`src/rtl/pwm_io_expander_pkg.sv`:
```
// Shared constants and types for the SPI-controlled PWM I/O expander.
// Register map: channel c occupies bytes 6*c .. 6*c+5, big-endian pairs
// for SWITCH, COUNT and PRESCALE.
package pwm_io_expander_pkg;

    localparam int NUM_CH        = 4;
    localparam int REG_W         = 16;
    localparam int BYTES_PER_CH  = 6;
    localparam int REGFILE_BYTES = NUM_CH * BYTES_PER_CH;

    localparam int OFS_SW_HI  = 0;
    localparam int OFS_SW_LO  = 1;
    localparam int OFS_CNT_HI = 2;
    localparam int OFS_CNT_LO = 3;
    localparam int OFS_PRE_HI = 4;
    localparam int OFS_PRE_LO = 5;

    typedef enum logic [1:0] {
        ST_IDLE = 2'd0,
        ST_ADDR = 2'd1,
        ST_DATA = 2'd2
    } spi_state_e;

    // Byte address of a given field byte of a channel.
    function automatic int rf_idx(input int ch, input int ofs);
        return ch * BYTES_PER_CH + ofs;
    endfunction

endpackage

```
`src/rtl/pwm_io_expander_if.sv`:
```
// SPI bus bundle for the expander.
//   cs_n : chip select, active low (host -> expander)
//   sclk : SPI clock, idle low, mode 0 (host -> expander)
//   mosi : data to expander, MSB first (host -> expander)
//   miso : data from expander, MSB first (expander -> host)
interface pwm_io_expander_if;
    logic cs_n;
    logic sclk;
    logic mosi;
    logic miso;

    modport master (output cs_n, output sclk, output mosi, input miso);
    modport slave  (input cs_n, input sclk, input mosi, output miso);
endinterface

```
`src/rtl/pwm_io_expander_pwm_channel.sv`:
```
// One PWM channel: prescaler, period counter, active-copy reload, compare.
//   clk, rst : system clock, asynchronous active-high reset
//   sw_i     : SWITCH value from the register file
//   cnt_i    : COUNT (period - 1) value from the register file
//   pre_i    : PRESCALE value from the register file
//   pwm_o    : registered PWM output
module pwm_channel
    import pwm_io_expander_pkg::*;
(
    input  logic             clk,
    input  logic             rst,
    input  logic [REG_W-1:0] sw_i,
    input  logic [REG_W-1:0] cnt_i,
    input  logic [REG_W-1:0] pre_i,
    output logic             pwm_o
);

    logic [REG_W-1:0] pre_cnt_q, pre_cnt_d;
    logic [REG_W-1:0] per_cnt_q, per_cnt_d;
    logic [REG_W-1:0] act_sw_q, act_cnt_q, act_pre_q;
    logic             pwm_q;
    logic             tick, wrap, reload;

    always_comb begin
        // >= rather than == keeps the counters bounded if a reload shrinks
        // PRESCALE/COUNT below the running counter value.
        tick      = (pre_cnt_q >= act_pre_q);
        wrap      = tick && (per_cnt_q >= act_cnt_q);
        // An idle channel (COUNT=0) follows the register file continuously;
        // otherwise new values only take effect at a period boundary.
        reload    = wrap || (act_cnt_q == '0);
        pre_cnt_d = tick ? '0 : pre_cnt_q + REG_W'(1);
        per_cnt_d = per_cnt_q;
        if (wrap) begin
            per_cnt_d = '0;
        end else if (tick) begin
            per_cnt_d = per_cnt_q + REG_W'(1);
        end
    end

    always_ff @(posedge clk or posedge rst) begin
        if (rst) begin
            pre_cnt_q <= '0;
            per_cnt_q <= '0;
            act_sw_q  <= '0;
            act_cnt_q <= '0;
            act_pre_q <= '0;
            pwm_q     <= 1'b0;
        end else begin
            pre_cnt_q <= pre_cnt_d;
            per_cnt_q <= per_cnt_d;
            if (reload) begin
                act_sw_q  <= sw_i;
                act_cnt_q <= cnt_i;
                act_pre_q <= pre_i;
            end
            pwm_q <= (per_cnt_q < act_sw_q);
        end
    end

    assign pwm_o = pwm_q;

endmodule

```
`src/rtl/pwm_io_expander.sv`:
```
// SPI-slave-controlled NUM_CH-channel PWM generator (I/O expander).
//   clk, rst : system clock, asynchronous active-high reset
//   spi      : SPI slave bundle (cs_n, sclk, mosi in; miso out), asynchronous
//              inputs synchronised into clk
//   pwm_o    : one PWM output bit per channel
// First byte of a frame sets the address pointer; each following byte is
// written at the pointer, which then auto-increments. MISO returns the byte
// at the pointer during each data byte.
module pwm_io_expander
    import pwm_io_expander_pkg::*;
#(
    parameter int SYNC_STAGES = 2
) (
    input  logic              clk,
    input  logic              rst,
    pwm_io_expander_if.slave  spi,
    output logic [NUM_CH-1:0] pwm_o
);

    localparam int AW = $clog2(REGFILE_BYTES);

    logic [SYNC_STAGES-1:0] cs_sync_q, sclk_sync_q, mosi_sync_q;
    logic                   cs_prev_q, sclk_prev_q;
    logic                   cs_s, sclk_s, mosi_s;
    logic                   sclk_rise, sclk_fall, cs_fall;

    spi_state_e  state_q, state_d;
    logic        frame_active, load_ptr, wr_byte;
    logic [2:0]  bit_cnt_q;
    logic [7:0]  rx_shift_q, tx_q, ptr_q, ptr_next, rd_byte;
    logic        byte_done_q;
    logic [7:0]  rf_q [REGFILE_BYTES];

    // ---------------- input synchronisers and edge detect ----------------
    always_ff @(posedge clk or posedge rst) begin
        if (rst) begin
            cs_sync_q   <= '1;
            sclk_sync_q <= '0;
            mosi_sync_q <= '0;
            cs_prev_q   <= 1'b1;
            sclk_prev_q <= 1'b0;
        end else begin
            cs_sync_q   <= {cs_sync_q[SYNC_STAGES-2:0], spi.cs_n};
            sclk_sync_q <= {sclk_sync_q[SYNC_STAGES-2:0], spi.sclk};
            mosi_sync_q <= {mosi_sync_q[SYNC_STAGES-2:0], spi.mosi};
            cs_prev_q   <= cs_s;
            sclk_prev_q <= sclk_s;
        end
    end

    assign cs_s      = cs_sync_q[SYNC_STAGES-1];
    assign sclk_s    = sclk_sync_q[SYNC_STAGES-1];
    assign mosi_s    = mosi_sync_q[SYNC_STAGES-1];
    assign sclk_rise = sclk_s & ~sclk_prev_q;
    assign sclk_fall = ~sclk_s & sclk_prev_q;
    assign cs_fall   = cs_prev_q & ~cs_s;

    // ---------------- framing FSM ----------------
    always_ff @(posedge clk or posedge rst) begin
        if (rst) begin
            state_q <= ST_IDLE;
        end else begin
            state_q <= state_d;
        end
    end

    always_comb begin
        state_d = state_q;
        case (state_q)
            ST_IDLE: if (cs_fall) state_d = ST_ADDR;
            ST_ADDR: begin
                if (cs_s) begin
                    state_d = ST_IDLE;
                end else if (load_ptr) begin
                    state_d = ST_DATA;
                end
            end
            ST_DATA: if (cs_s) state_d = ST_IDLE;
            default: state_d = ST_IDLE;
        endcase
    end

    always_comb begin
        frame_active = (state_q != ST_IDLE) && !cs_s;
        load_ptr     = byte_done_q && frame_active && (state_q == ST_ADDR);
        wr_byte      = byte_done_q && frame_active && (state_q == ST_DATA);
    end

    // ---------------- receive shifter ----------------
    always_ff @(posedge clk or posedge rst) begin
        if (rst) begin
            bit_cnt_q   <= '0;
            rx_shift_q  <= '0;
            byte_done_q <= 1'b0;
        end else begin
            byte_done_q <= 1'b0;
            if (!frame_active) begin
                // Outside a frame any partial byte is dropped.
                bit_cnt_q  <= '0;
                rx_shift_q <= '0;
            end else if (sclk_rise) begin
                rx_shift_q  <= {rx_shift_q[6:0], mosi_s};
                bit_cnt_q   <= bit_cnt_q + 3'd1;
                byte_done_q <= (bit_cnt_q == 3'd7);
            end
        end
    end

    // ---------------- pointer, readback and transmit shifter ----------------
    always_comb begin
        ptr_next = load_ptr ? rx_shift_q : ptr_q + 8'd1;
        rd_byte  = '0;
        if (ptr_next < 8'(REGFILE_BYTES)) begin
            rd_byte = rf_q[ptr_next[AW-1:0]];
        end
    end

    always_ff @(posedge clk or posedge rst) begin
        if (rst) begin
            ptr_q <= '0;
            tx_q  <= '0;
        end else if (load_ptr || wr_byte) begin
            ptr_q <= ptr_next;
            tx_q  <= rd_byte;
        end else if (!frame_active) begin
            tx_q <= '0;
        end else if (sclk_fall && (bit_cnt_q != 3'd0)) begin
            // The falling edge right after a byte boundary is skipped: the
            // freshly loaded MSB must stay on MISO for the next rising edge.
            tx_q <= {tx_q[6:0], 1'b0};
        end
    end

    assign spi.miso = frame_active && (state_q == ST_DATA) && tx_q[7];

    // ---------------- register file ----------------
    // Out-of-range pointers match no entry, so those writes are dropped.
    always_ff @(posedge clk or posedge rst) begin
        if (rst) begin
            for (int i = 0; i < REGFILE_BYTES; i++) begin
                rf_q[i] <= '0;
            end
        end else if (wr_byte) begin
            for (int i = 0; i < REGFILE_BYTES; i++) begin
                if (ptr_q == 8'(i)) begin
                    rf_q[i] <= rx_shift_q;
                end
            end
        end
    end

    // ---------------- PWM channels ----------------
    for (genvar gi = 0; gi < NUM_CH; gi++) begin : g_ch
        pwm_channel u_ch (
            .clk   (clk),
            .rst   (rst),
            .sw_i  ({rf_q[rf_idx(gi, OFS_SW_HI)],  rf_q[rf_idx(gi, OFS_SW_LO)]}),
            .cnt_i ({rf_q[rf_idx(gi, OFS_CNT_HI)], rf_q[rf_idx(gi, OFS_CNT_LO)]}),
            .pre_i ({rf_q[rf_idx(gi, OFS_PRE_HI)], rf_q[rf_idx(gi, OFS_PRE_LO)]}),
            .pwm_o (pwm_o[gi])
        );
    end

endmodule

```
`src/flat_wrapper.sv`:
```
// flat-port wrapper written by rule: the top's interface ports become plain ports
module pwm_io_expander_flat import pwm_io_expander_pkg::*;
#(
    parameter int SYNC_STAGES = 2
)
  (clk, rst, pwm_o, spi_cs_n, spi_sclk, spi_mosi, spi_miso);
  pwm_io_expander_if spi_i ();
  input  logic clk;
  input  logic rst;
  output logic [NUM_CH-1:0] pwm_o;
  input wire logic [$bits(spi_i.cs_n)-1:0] spi_cs_n;
  input wire logic [$bits(spi_i.sclk)-1:0] spi_sclk;
  input wire logic [$bits(spi_i.mosi)-1:0] spi_mosi;
  output wire logic [$bits(spi_i.miso)-1:0] spi_miso;
  assign spi_i.cs_n = spi_cs_n;
  assign spi_i.sclk = spi_sclk;
  assign spi_i.mosi = spi_mosi;
  assign spi_miso = spi_i.miso;
  pwm_io_expander #(.SYNC_STAGES(SYNC_STAGES)) u_core (.clk(clk), .rst(rst), .spi(spi_i), .pwm_o(pwm_o));
endmodule
```
`config.mk`:
```
export PLATFORM = sky130hd
export DESIGN_NAME = pwm_io_expander_flat
export DESIGN_NICKNAME = d
export VERILOG_FILES = /design/src/rtl/pwm_io_expander_pkg.sv /design/src/rtl/pwm_io_expander_if.sv /design/src/rtl/pwm_io_expander_pwm_channel.sv /design/src/rtl/pwm_io_expander.sv /design/src/flat_wrapper.sv
export SDC_FILE = /design/constraint.sdc
export NUM_CORES = 1
export LEC_CHECK = 0
export CAP_MARGIN = 30
export CORE_MARGIN = 3
export CORE_UTILIZATION = 30
export DETAILED_ROUTE_END_ITERATION = 16
export GPL_TIMING_DRIVEN = 1
export HOLD_SLACK_MARGIN = 0.06
export MAX_ROUTING_LAYER = met4
export PLACE_DENSITY = 0.56
export SYNTH_ARGS = -nofsm -noshare
export SYNTH_HDL_FRONTEND = slang
export SYNTH_SLANG_ARGS = --single-unit
export TNS_END_PERCENT = 50
```
`constraint.sdc`:
```
create_clock -name clk -period 28 [get_ports clk]
set_clock_uncertainty 0.2 [all_clocks]
set_input_delay 8.4 -clock clk [delete_from_list [all_inputs] [get_ports clk]]
set_output_delay 8.4 -clock clk [all_outputs]
set_load 0.01 [all_outputs]
```
Word-level counts from Yosys, hierarchy flattened
Index checks and enable logic that the tools add are counted.
{ "op_classes": {"add_sub_neg": 10, "n_mul": 0, "n_div": 0, "n_lt_le_gt_ge": 14, "n_eq_ne": 31, "shifts": 0, "n_mux": 31, "bitwise": 7, "reduce_logical": 54} }
{ "ops": {"columns": ["operator", "count"], "rows": [
  ["$mux 16", 12],
  ["$add 16x1->16 const B", 8],
  ["$ge 16x16->1", 8],
  ["$mux 8", 9],
  ["$eq 8x4->1 const B", 8],
  ["$eq 8x5->1 const B", 8],
  ["$logic_not 16->1", 4],
  ["$lt 16x16->1", 4],
  ["$reduce_and 2->1", 24],
  ["$bmux 8 s5", 1],
  ["$eq 8x3->1 const B", 4],
  ["$eq 8x2->1 const B", 2],
  ["$logic_and 1x1->1", 11],
  ["$reduce_bool 2->1", 5],
  ["$add 8x1->8 const B", 1],
  ["$eq 8x1->1 const B", 1],
  ["$logic_not 8->1", 1],
  ["$lt 8x5->1 const B", 1],
  ["$mux 2", 4],
  ["$ge 6x6->1 const B", 1],
  ["$mux 3", 2],
  ["$ne 2x1->1 const B", 3],
  ["$not 5->6", 1],
  ["$pmux 2 s3", 1],
  ["other kinds (14)", 23]
]} }
{ "totals": {"register_bits": 554, "latchBits": 0, "ram_bits": 0, "mem_bits_ro": 0, "wordCells": 206, "memories": 0} }

Logic depth before layout (Yosys ltp)
Gate-level depths: netlist of the first run.
{ "logic_depth": {"ltp_word": 11, "ltp_mapped": 13, "depth_no_buf": 10} }

Modules after synthesis
A second synthesis of the first run with hierarchy kept.
{ "hier_totals": {"cells_unflattened": 2582, "area_unflattened_um2": 29849.9} }
{ "by_module_without_submodules": {"columns": ["module", "instances", "cells_per_inst", "area_per_inst_um2", "seq_area_each_um2"], "rows": [
  ["pwm_channel", 4, 435, 4738.3, 2026.9],
  ["pwm_io_expander", 1, 842, 10896.7, 5759.3]
]} }

Worst setup path before layout of the first run
Ideal clock, no wire load.
{ "synth_timing": {"kind": "reg-to-output", "from": "register u_core.state_q[0]", "to": "output spi_miso", "arrival_time_ns": 0.981, "required_time_ns": 19.400, "setup_slack_ns": 18.419, "path_stages_with_launch": 4, "path_buffers": 1, "cell_sequence": "dfrtp_1 > buf_2 > nand2b_4 > nor3b_1"} }
{ "synth_between": {"elab_chain_cells": 4, "word_cells_on_any_way": 5} }
{ "synth_rtl": {"columns": ["element", "line", "source"], "rows": [
  ["start: declaration", "pwm_io_expander.sv:27", "spi_state_e state_q, state_d;"],
  ["start signal: assignment", "pwm_io_expander.sv:63", "state_q <= state_d;"],
  ["$reduce_bool 2->1", "pwm_io_expander.sv:84", "frame_active = (state_q != ST_IDLE) && !cs_s;"],
  ["$logic_and 1x1->1", "pwm_io_expander.sv:84", null],
  ["$logic_and 1x1->1 (*) (2 in a row)", "pwm_io_expander.sv:134", "assign spi.miso = frame_active && (state_q == ST_DATA) && tx_q[7];"],
  ["end: declaration", "flat_wrapper.sv:14", "output wire logic [$bits(spi_i.miso)-1:0] spi_miso;"]
]} }
Every way passes the cells marked *; elsewhere a longest branch is shown, timed or not.

Worst setup path in the final report of the first run
Same ends and word-level chain as after synthesis.

==> results of run 1 <==
## synth_stat cells, types with 48 or more instances
cell type	number	area, sq um
dfrtp_1	551	13800
mux2_2	361	4070
inv_1	205	769
ha_1	203	2540
nand2_1	152	571
nor2_1	146	548
a21oi_1	93	465
o21ai_0	82	410
nand3_1	69	345
xor2_1	62	543
clkbuf_1	57	214
a21o_1	48	360
## layer usage
metal / share of wire / routed length [um]
met5: 0 / 0
met2: 0.45 / 30700
met3: 0.036 / 2440
met4: 0.019 / 1300
met1: 0.49 / 33700
## area by class of cell
type                    instances  area, sq um  area share
multi-input cells            1628        13600       0.419
flip-flops and latches        554        13900       0.427
repair buffers                 41          423      0.0130
inverters                     205          777      0.0239
clock buffers                  96         1990      0.0612
clock inverters                23          244     0.00750
well taps                    1265         1580      0.0487
## cell families after synthesis
| family | synth area share |
|---|---|
| AND/OR/NAND/NOR | 0.0950 |
| flip-flops | 0.481 |
| multiplexers | 0.187 |
| AO/OA/AOI/OAI | 0.0762 |
| buffers and inverters | 0.0463 |
| adder cells (fa/ha/maj) | 0.0881 |
| XOR/XNOR | 0.0261 |
## power by group through the flow
| stage | Sequential [mW] | Combinational [mW] | Clock, mW |
|---|---|---|---|
| 3_3_place_gp | 0.818 | 0.0219 | 0 |
| 6_report | 0.803 | 0.0224 | 0.877 |
| 2_1_floorplan | 0.818 | 0.0145 | 0 |
| 5_1_grt | 0.803 | 0.0262 | 0.933 |
| 4_1_cts | 0.803 | 0.0229 | 0.901 |
| 3_5_place_dp | 0.818 | 0.0229 | 0 |
## registers in the layout, indices dropped and copies added (netlist names), 3 cells and up
register / count
u_core.rx_shift_q: 8
u_core.ptr_q: 8
u_core.bit_cnt_q: 3
u_core.tx_q: 8
u_core.g_ch.u_ch.pwm_o: 4
u_core.g_ch.u_ch.per_cnt_q: 64
u_core.g_ch.u_ch.act_cnt_q: 64
u_core.g_ch.u_ch.pre_cnt_q: 64
u_core.rf_q: 192
u_core.g_ch.u_ch.act_sw_q: 64
u_core.g_ch.u_ch.act_pre_q: 64
## worst max-delay path by stage
stage	startpoint	end	slack (ns)	cells after the start
global placement	rst	u_core.g_ch[0].u_ch.per_cnt_q[14]	16.62	4
detailed placement	rst	u_core.g_ch[0].u_ch.per_cnt_q[14]	16.62	4
finish	u_core.state_q[0]	spi_miso	17.33	3
global route	rst	u_core.g_ch[2].u_ch.act_pre_q[15]	17.11	4
CTS	rst	u_core.rf_q[172]	17.26	4
floorplan	rst	u_core.bit_cnt_q[0]	3.91	1
## cells in the final DEF, fill, tap and decap left out, types with 14 or more instances in the layout
| cell type | n |
|---|---|
| a21o_1 | 48 |
| a21oi_1 | 93 |
| a221oi_1 | 16 |
| a22o_1 | 19 |
| and3_1 | 45 |
| buf_4 | 27 |
| clkbuf_16 | 70 |
| clkbuf_8 | 14 |
| dfrtp_1 | 551 |
| ha_1 | 203 |
| inv_1 | 204 |
| mux2_2 | 361 |
| mux2_4 | 22 |
| mux4_2 | 27 |
| nand2_1 | 151 |
| nand2b_1 | 17 |
| nand3_1 | 69 |
| nand4_1 | 31 |
| nor2_1 | 146 |
| nor2b_1 | 26 |
| nor3_1 | 15 |
| nor4_1 | 22 |
| o21ai_0 | 82 |
| xnor2_1 | 24 |
| xor2_1 | 62 |
## critical path, delay by kind of cell (launching register included)
kind	cells	cell delay (ns)
flip-flops	1	0.48
AND/OR/NAND/NOR	2	0.42
buffers and inverters	1	0.57
==> metrics, run 1 <==
status=complete, no violations; syn_nets=2,699; Final Hold Violating Endpoints=0; Sw Share=0.215; final core occ=0.342; Layout area overhead=12.8%; Worst EP required=a little under 20 ns; vias=between 15,000 and 20,000; Switch Pwr=around 0.37 mW; flop-to-flop setup slack=between 20 and 25 ns; number of fill cells=roughly 9,500; final worst hold slack=between 0.15 and 0.2 ns; Inserted Clock Buffers=between 60 and 70; drt via density=approximately 4.9; share of layout cells above drive strength 1=0.228; setup ws final=17.33 ns; hold endpoint=u_core.mosi_sync_q[1]; grt peak-use layer=met2; hold_sp=u_core.mosi_sync_q[0]; Total Neg Setup Slack=0 ns; postcts setup bufs=0; global route overflow=0; async set-reset flop share out of synthesis=1.00; IO Port Bufs=9; Synth Cell Area=between 20,000 and 30,000 sq um; clock insertion delay at the later pin of the skew report=around 0.60 ns; Leakage=15.3 nW; RSZ-0062 raised after global routing=false; initial DRC count=roughly 1,100; slowest CP cell=clkdlybuf4s50_1; fin area=roughly 33,000 sq um; syn avg cell area=11.6 sq um; R2R Path Start=u_core.g_ch[0].u_ch.pre_cnt_q[0]; Hold Buf Count CTS=0; initial antenna violation count=0; Inst Count DP=between 3,000 and 4,000; Clk pwr share=0.515; R2R Path End=u_core.g_ch[0].u_ch.act_sw_q[1]; DRC=0; Die X=316 um; full die area=99,800 sq um; Max-slew headroom=0.357; #FFs+latches synth=about 550; sequential share of power=0.472; Max Slew Vio Count=0; vias in the first global route=~18,000; WP data arrival=2.07 ns; Main synth FF type=dfrtp_1; Reg clk slew, reported paths=about 0.060 ns; cts repair resizes=0; WL per Instance=roughly 18 um; IO Count=10; Pre-antenna DRT Iters=5; largest net degree at the start of global routing=roughly 100; die height=about 320 um; H-tree levels=3; Final nets=between 2,000 and 3,000; first-pass GRT wire length=~110 mm; hpwl dp=46.8 mm; routability congestion estimate=between 0.8 and 0.9; Max VDD drop=0.0000313 V; Post-synth EDFFs=0; worst slack, placed=between 15 and 20 ns; Crit Path Class=reg2out; total power=roughly 1.7 mW; post-synthesis instance total=about 2,500; Max Root-Sink Buffers=3; Internal=roughly 1.3 mW; Core Region=about 95,000 sq um; R2R cell count=12; max-cap viol count=0; grt met2 use=0.214; critical-path maximum fanout=7; Finished Layout Cells=around 3,800; Worst setup SP type=flip-flop; hold path cells=0; placed inst area=slightly above 30,000 sq um; clk root buf=clkbuf_16; Slew @ Worst Pin=between 0.9 and 1 ns; sequential fraction of the synthesis area=0.481; Rows=113; power per cell area=about 52 nW/um^2; CTS tree=done; number of antenna diodes=0; Ys Warns=0; ANT nets after route=0; Comb power frac=0.013; fmax=93.8 MHz; Post-Route WL=68.2 mm; met1 Use GR=0.203; Yosys cell types=74; initial core utilization=0.303; HP Class=reg2reg; CP peak stage delay=0.57 ns; cell chain of the critical path=nand2b_4 -> nor3b_1 -> clkdlybuf4s50_1; Period minus WS final=10.67 ns; met3 Usage GRT=0.0224; Crit. End Element=output pin; Tot GR Track Use=0.142; final period utilization=0.381; Sinks on Clock Net=roughly 550; Final setup viols=0
(Power assumes the default switching activity.)
==> inputs of run 2 (changes only) <==
- PLACE_DENSITY: 0.56 -> 0.57
- clock period: 28 -> 9.1 ns (I/O delays scaled with it)
==> metrics, run 2 (same netlist as run 1, synthesis figures left out) <==
cts repair resizes=0 (unchanged); final worst hold slack=0.152 ns (was 0.150 ns); most common cell after layout, fill and taps aside=dfrtp_1 (unchanged); Rows=113 (unchanged); Max Slew Vio Count=0 (unchanged); Inserted Clock Buffers=60 (was 66); Max VDD drop=0.000146 V (was 0.0000313 V); max FFs per register=192 (unchanged); fmax=192 MHz; routability congestion estimate=0.803 (was 0.806); initial antenna violation count=0 (unchanged); status=complete, no violations (unchanged); total power=5.10 mW (was 1.70 mW); Leakage=15.2 nW (was 15.3 nW); largest net degree at the start of global routing=174 (was 102); number of antenna diodes=0 (unchanged); Hold Buf Count CTS=0 (unchanged); Crit Path Class=reg2out (unchanged); share of layout cells above drive strength 1=0.225 (was 0.228); first-pass GRT wire length=108 mm (was 109 mm); met3 Usage GRT=0.0165 (was 0.0224); Die X=316 um (unchanged); die height=316 um (unchanged); Max-slew headroom=0.313 (was 0.357); WL per Instance=17.4 um (was 17.9 um); placed inst area=30,200 sq um (about the same); Sinks on Clock Net=554 (unchanged); grt met2 use=0.210 (was 0.214); DRC=0 (unchanged); Final Hold Violating Endpoints=0 (unchanged); IO Port Bufs=9 (unchanged); initial DRC count=1,027 (was 1,100); CTS tree=done (unchanged); critical-path maximum fanout=7 (unchanged); WP data arrival=2.28 ns (was 2.07 ns); worst slack, placed=4.10 ns (was 16.62 ns); Pre-antenna DRT Iters=4 (was 5); Post-Route WL=66.1 mm (was 68.2 mm); vias in the first global route=18,570 (was 18,458); max-cap viol count=0 (unchanged); setup ws final=3.89 ns (was 17.33 ns); power per cell area=158 nW/um^2 (was 52.4 nW/um^2); clock insertion delay at the later pin of the skew report=0.64 ns (was 0.60 ns); Core Region=95,200 sq um (unchanged); hpwl dp=45.4 mm (was 46.8 mm); initial core utilization=0.303 (unchanged); grt peak-use layer=met2 (unchanged); Inst Count DP=3,688 (was 3,691); Finished Layout Cells=3,798 (was 3,812); HP Class=reg2reg (unchanged); Slew @ Worst Pin=1.03 ns (was 0.962 ns); Crit. End Element=output pin (unchanged); postcts setup bufs=0 (unchanged); drt via density=4.83 (was 4.89); IO Count=10 (unchanged); final period utilization=0.572; Reg clk slew, reported paths=0.06 ns (about the same); full die area=99,800 sq um (unchanged); flop-to-flop setup slack=5.18 ns (was 24.23 ns); Worst EP required=6.17 ns (was 19.40 ns); ANT nets after route=0 (unchanged); RSZ-0062 raised after global routing=false (unchanged); fin area=32,300 sq um (was 32,500 sq um); clk root buf=clkbuf_16 (unchanged); Max Root-Sink Buffers=3 (unchanged); register with the most flip-flops=u_core.rf_q (unchanged); Worst setup SP type=flip-flop (unchanged); Final setup viols=0 (unchanged); Final nets=2,693 (was 2,704); Period minus WS final=5.21 ns; Tot GR Track Use=0.138 (was 0.142); met1 Use GR=0.197 (was 0.203); Layout area overhead=12.1% (was 12.8%); most frequent cells in the layout=dfrtp_1 (551), mux2_2 (361), inv_1 (204) (unchanged); vias=18,331 (was 18,635); global route overflow=0 (unchanged); H-tree levels=2 (was 3)
-- run 2: changes by cell type in the layout (fill, tap and decap cells not counted), sizes merged --
cell / change
buf: -5
bufinv: +1
clkbuf: -9
clkinv: -2
clkinvlp: +2
inv: -1
-- run 2: critical path, cell delays in order (launching register included) --
cell and delay (ns):
dfrtp_1 0.48, nand2b_4 0.20, nor3b_1 0.35, clkdlybuf4s50_1 0.61
-- run 2: final timing paths --
kind / startpoint / to / depth (start not counted)
max in group asynchronous: rst / u_core.g_ch[0].u_ch.per_cnt_q[13] / 3
max: u_core.state_q[0] / spi_miso / 3
min: u_core.mosi_sync_q[0] / u_core.mosi_sync_q[1] / 0
min in group asynchronous: rst / u_core.g_ch[2].u_ch.per_cnt_q[10] / 2
min reg2reg: u_core.mosi_sync_q[0] / u_core.mosi_sync_q[1] / 0
max reg2reg: u_core.g_ch[3].u_ch.pre_cnt_q[0] / u_core.g_ch[3].u_ch.act_pre_q[13] / 10
-- run 2: cell type report --
| cell class | instances | area [sq um] |
|---|---|---|
| Sequential cell | 554 | 13900 |
| Tap cell | 1265 | 1580 |
| Clock buffer | 87 | 1800 |
| Multi-Input combinational cell | 1628 | 13600 |
| Inverter | 205 | 773 |
| Timing Repair Buffer | 36 | 355 |
| Fill cell | 9504 | 62800 |
| Clock inverter | 23 | 303 |
-- run 2: per-layer routing --
| metal | routed length [um] | vias up |
|---|---|---|
| met4 | 1180 | 0 |
| li1 | - | 8751 |
| met1 | 32900 | 9271 |
| met3 | 2370 | 70 |
| met5 | 0 | - |
| met2 | 29700 | 239 |
-- run 2: power breakdown --
part	internal (mW)	switching, mW	total (mW)	leakage [nW]
Combinational	0.00856	0.0545	0.0631	6.45
Sequential	2.47	0.00344	2.47	7.72
Clock	1.52	1.05	2.57	1.03
-- run 2: through the flow --
stage,TNS (ns),utilization
after global placement,0,0.317
final,0,0.340
after CTS,0,0.340
after floorplan,-753.41,-
after global routing,0,0.340
after detailed placement,0,0.317
==> inputs of run 3 (changes only) <==
- PLACE_DENSITY: 0.57 -> 0.56
- clock period: 9.1 -> 4.9 ns (I/O delays scaled with it)
==> metrics, run 3 (same netlist as run 1, synthesis figures left out) <==
hpwl dp=46.9 mm (was 45.4 mm); DRC=0 (unchanged); postcts setup bufs=0 (unchanged); ANT nets after route=0 (unchanged); initial DRC count=1,329 (was 1,027); Worst EP required=3.23 ns (was 6.17 ns); Period minus WS final=~4 ns; vias in the first global route=18,552 (was 18,570); Max-slew headroom=0.336 (was 0.313); Leakage=15.2 nW (about the same); H-tree levels=2 (unchanged); max FFs per register=192 (unchanged); CTS tree=done (unchanged); initial core utilization=0.303 (unchanged); R2R cell count=8 (was 10); Sw Share=0.217 (about the same); critical-path maximum fanout=7 (unchanged); Crit. End Element=output pin (unchanged); share of layout cells above drive strength 1=0.227 (was 0.225); Switch Pwr=2.06 mW (was 1.11 mW); hold endpoint=u_core.mosi_sync_q[1] (unchanged); RSZ-0062 raised after global routing=false (unchanged); number of antenna diodes=0 (unchanged); Final setup viols=0 (unchanged); Max VDD drop=0.000286 V (was 0.000146 V); Rows=113 (unchanged); vias=18,518 (was 18,331); Layout area overhead=12.4% (was 12.1%); Finished Layout Cells=3,807 (was 3,798); setup ws final=0.880 ns (was 3.89 ns); Comb power frac=0.013 (was 0.012); clock insertion delay at the later pin of the skew report=0.63 ns (was 0.64 ns); final period utilization=0.820; sequential share of power=0.484 (about the same); first-pass GRT wire length=109 mm (was 108 mm); hold_sp=u_core.mosi_sync_q[0] (unchanged); IO Count=10 (unchanged); Clk pwr share=0.503 (about the same); WL per Instance=17.7 um (was 17.4 um); register with the most flip-flops=u_core.rf_q (unchanged); Internal=7.42 mW (was 4.00 mW); status=complete, no violations (unchanged); max-cap viol count=0 (unchanged); WP data arrival=2.35 ns (was 2.28 ns); Die X=316 um (unchanged); Sinks on Clock Net=554 (unchanged); routability congestion estimate=0.815 (was 0.803); Post-Route WL=67.4 mm (was 66.1 mm); most common cell after layout, fill and taps aside=dfrtp_1 (unchanged); worst slack, placed=1.34 ns (was 4.10 ns); placed inst area=30,300 sq um (was 30,200 sq um); Worst setup SP type=flip-flop (unchanged); die height=316 um (unchanged); Tot GR Track Use=0.140 (was 0.138); Max Slew Vio Count=0 (unchanged); Max Root-Sink Buffers=3 (unchanged); number of fill cells=9,477 (was 9,504); fin area=32,400 sq um (was 32,300 sq um); HP Class=reg2reg (unchanged); power per cell area=293 nW/um^2 (was 158 nW/um^2); R2R Path Start=u_core.cs_sync_q[1] (was u_core.g_ch[3].u_ch.pre_cnt_q[0]); largest net degree at the start of global routing=170 (was 174); Hold Buf Count CTS=0 (unchanged); drt via density=4.86 (was 4.83); full die area=99,800 sq um (unchanged); Crit Path Class=reg2out (unchanged); Inst Count DP=3,693 (was 3,688); cts repair resizes=0 (unchanged); clk root buf=clkbuf_16 (unchanged); Reg clk slew, reported paths=0.06 ns (about the same); initial antenna violation count=0 (unchanged); flop-to-flop setup slack=1.32 ns (was 5.18 ns); fmax=between 200 and 250 MHz; Final nets=2,698 (was 2,693); R2R Path End=u_core.tx_q[5] (was u_core.g_ch[3].u_ch.act_pre_q[13]); Slew @ Worst Pin=0.988 ns (was 1.03 ns); Pre-antenna DRT Iters=8 (was 4); hold path cells=0 (unchanged); Inserted Clock Buffers=60 (unchanged); global route overflow=0 (unchanged); Core Region=95,200 sq um (unchanged); most frequent cells in the layout=dfrtp_1 (551), mux2_2 (361), inv_1 (204) (unchanged); Final Hold Violating Endpoints=0 (unchanged); IO Port Bufs=9 (unchanged)
==> run 3: cell type report <==
cell class,count,area (sq um),share of cell area
well taps,1265,1580,0.0489
clock buffers,84,1750,0.0541
multi-input cells,1628,13600,0.421
clock inverters,30,360,0.0111
inverters,205,773,0.0239
flip-flops and latches,554,13900,0.428
repair buffers,41,413,0.0128
==> run 3: power groups by stage <==
stage / clock, mW / combinational (mW) / sequential, mW
final: 4.77 / 0.121 / 4.59
after global placement: 0 / 0.130 / 4.67
after detailed placement: 0 / 0.130 / 4.67
after floorplan: 0 / 0.0832 / 4.67
after CTS: 4.91 / 0.131 / 4.59
after global routing: 5.07 / 0.144 / 4.59
==> run 3: worst max path at each step <==
stage / startpoint / cells past startpoint / endpoint
after floorplan: rst / 1 / u_core.bit_cnt_q[0]
after global placement: u_core.cs_sync_q[1] / 8 / u_core.tx_q[5]
after detailed placement: u_core.cs_sync_q[1] / 8 / u_core.tx_q[5]
after CTS: u_core.state_q[0] / 3 / spi_miso
after global routing: u_core.state_q[0] / 3 / spi_miso
final: u_core.state_q[0] / 3 / spi_miso
==> run 3: critical path, cell delays in order, from the launching register on <==
cell and delay, ns:
dfrtp_1 0.48, nand2b_4 0.20, nor3b_1 0.41, clkdlybuf4s50_1 0.62
==> run 3: stage by stage <==
step	util	TNS, ns	hold slack [ns]	power, mW
2_1_floorplan	-	-2379.93	0.131	4.76
3_3_place_gp	0.318	0	0.138	4.80
3_5_place_dp	0.318	0	0.139	4.80
4_1_cts	0.340	0	0.155	9.63
5_1_grt	0.340	0	0.177	9.81
6_report	0.340	0	0.154	9.48
==> run 3: routing by layer <==
layer,vias up,global-route usage,share of wire
met4,0,0.0328,0.017
met5,-,-,0
li1,8800,-,-
met2,254,0.213,0.45
met1,9391,0.201,0.50
met3,73,0.0172,0.035
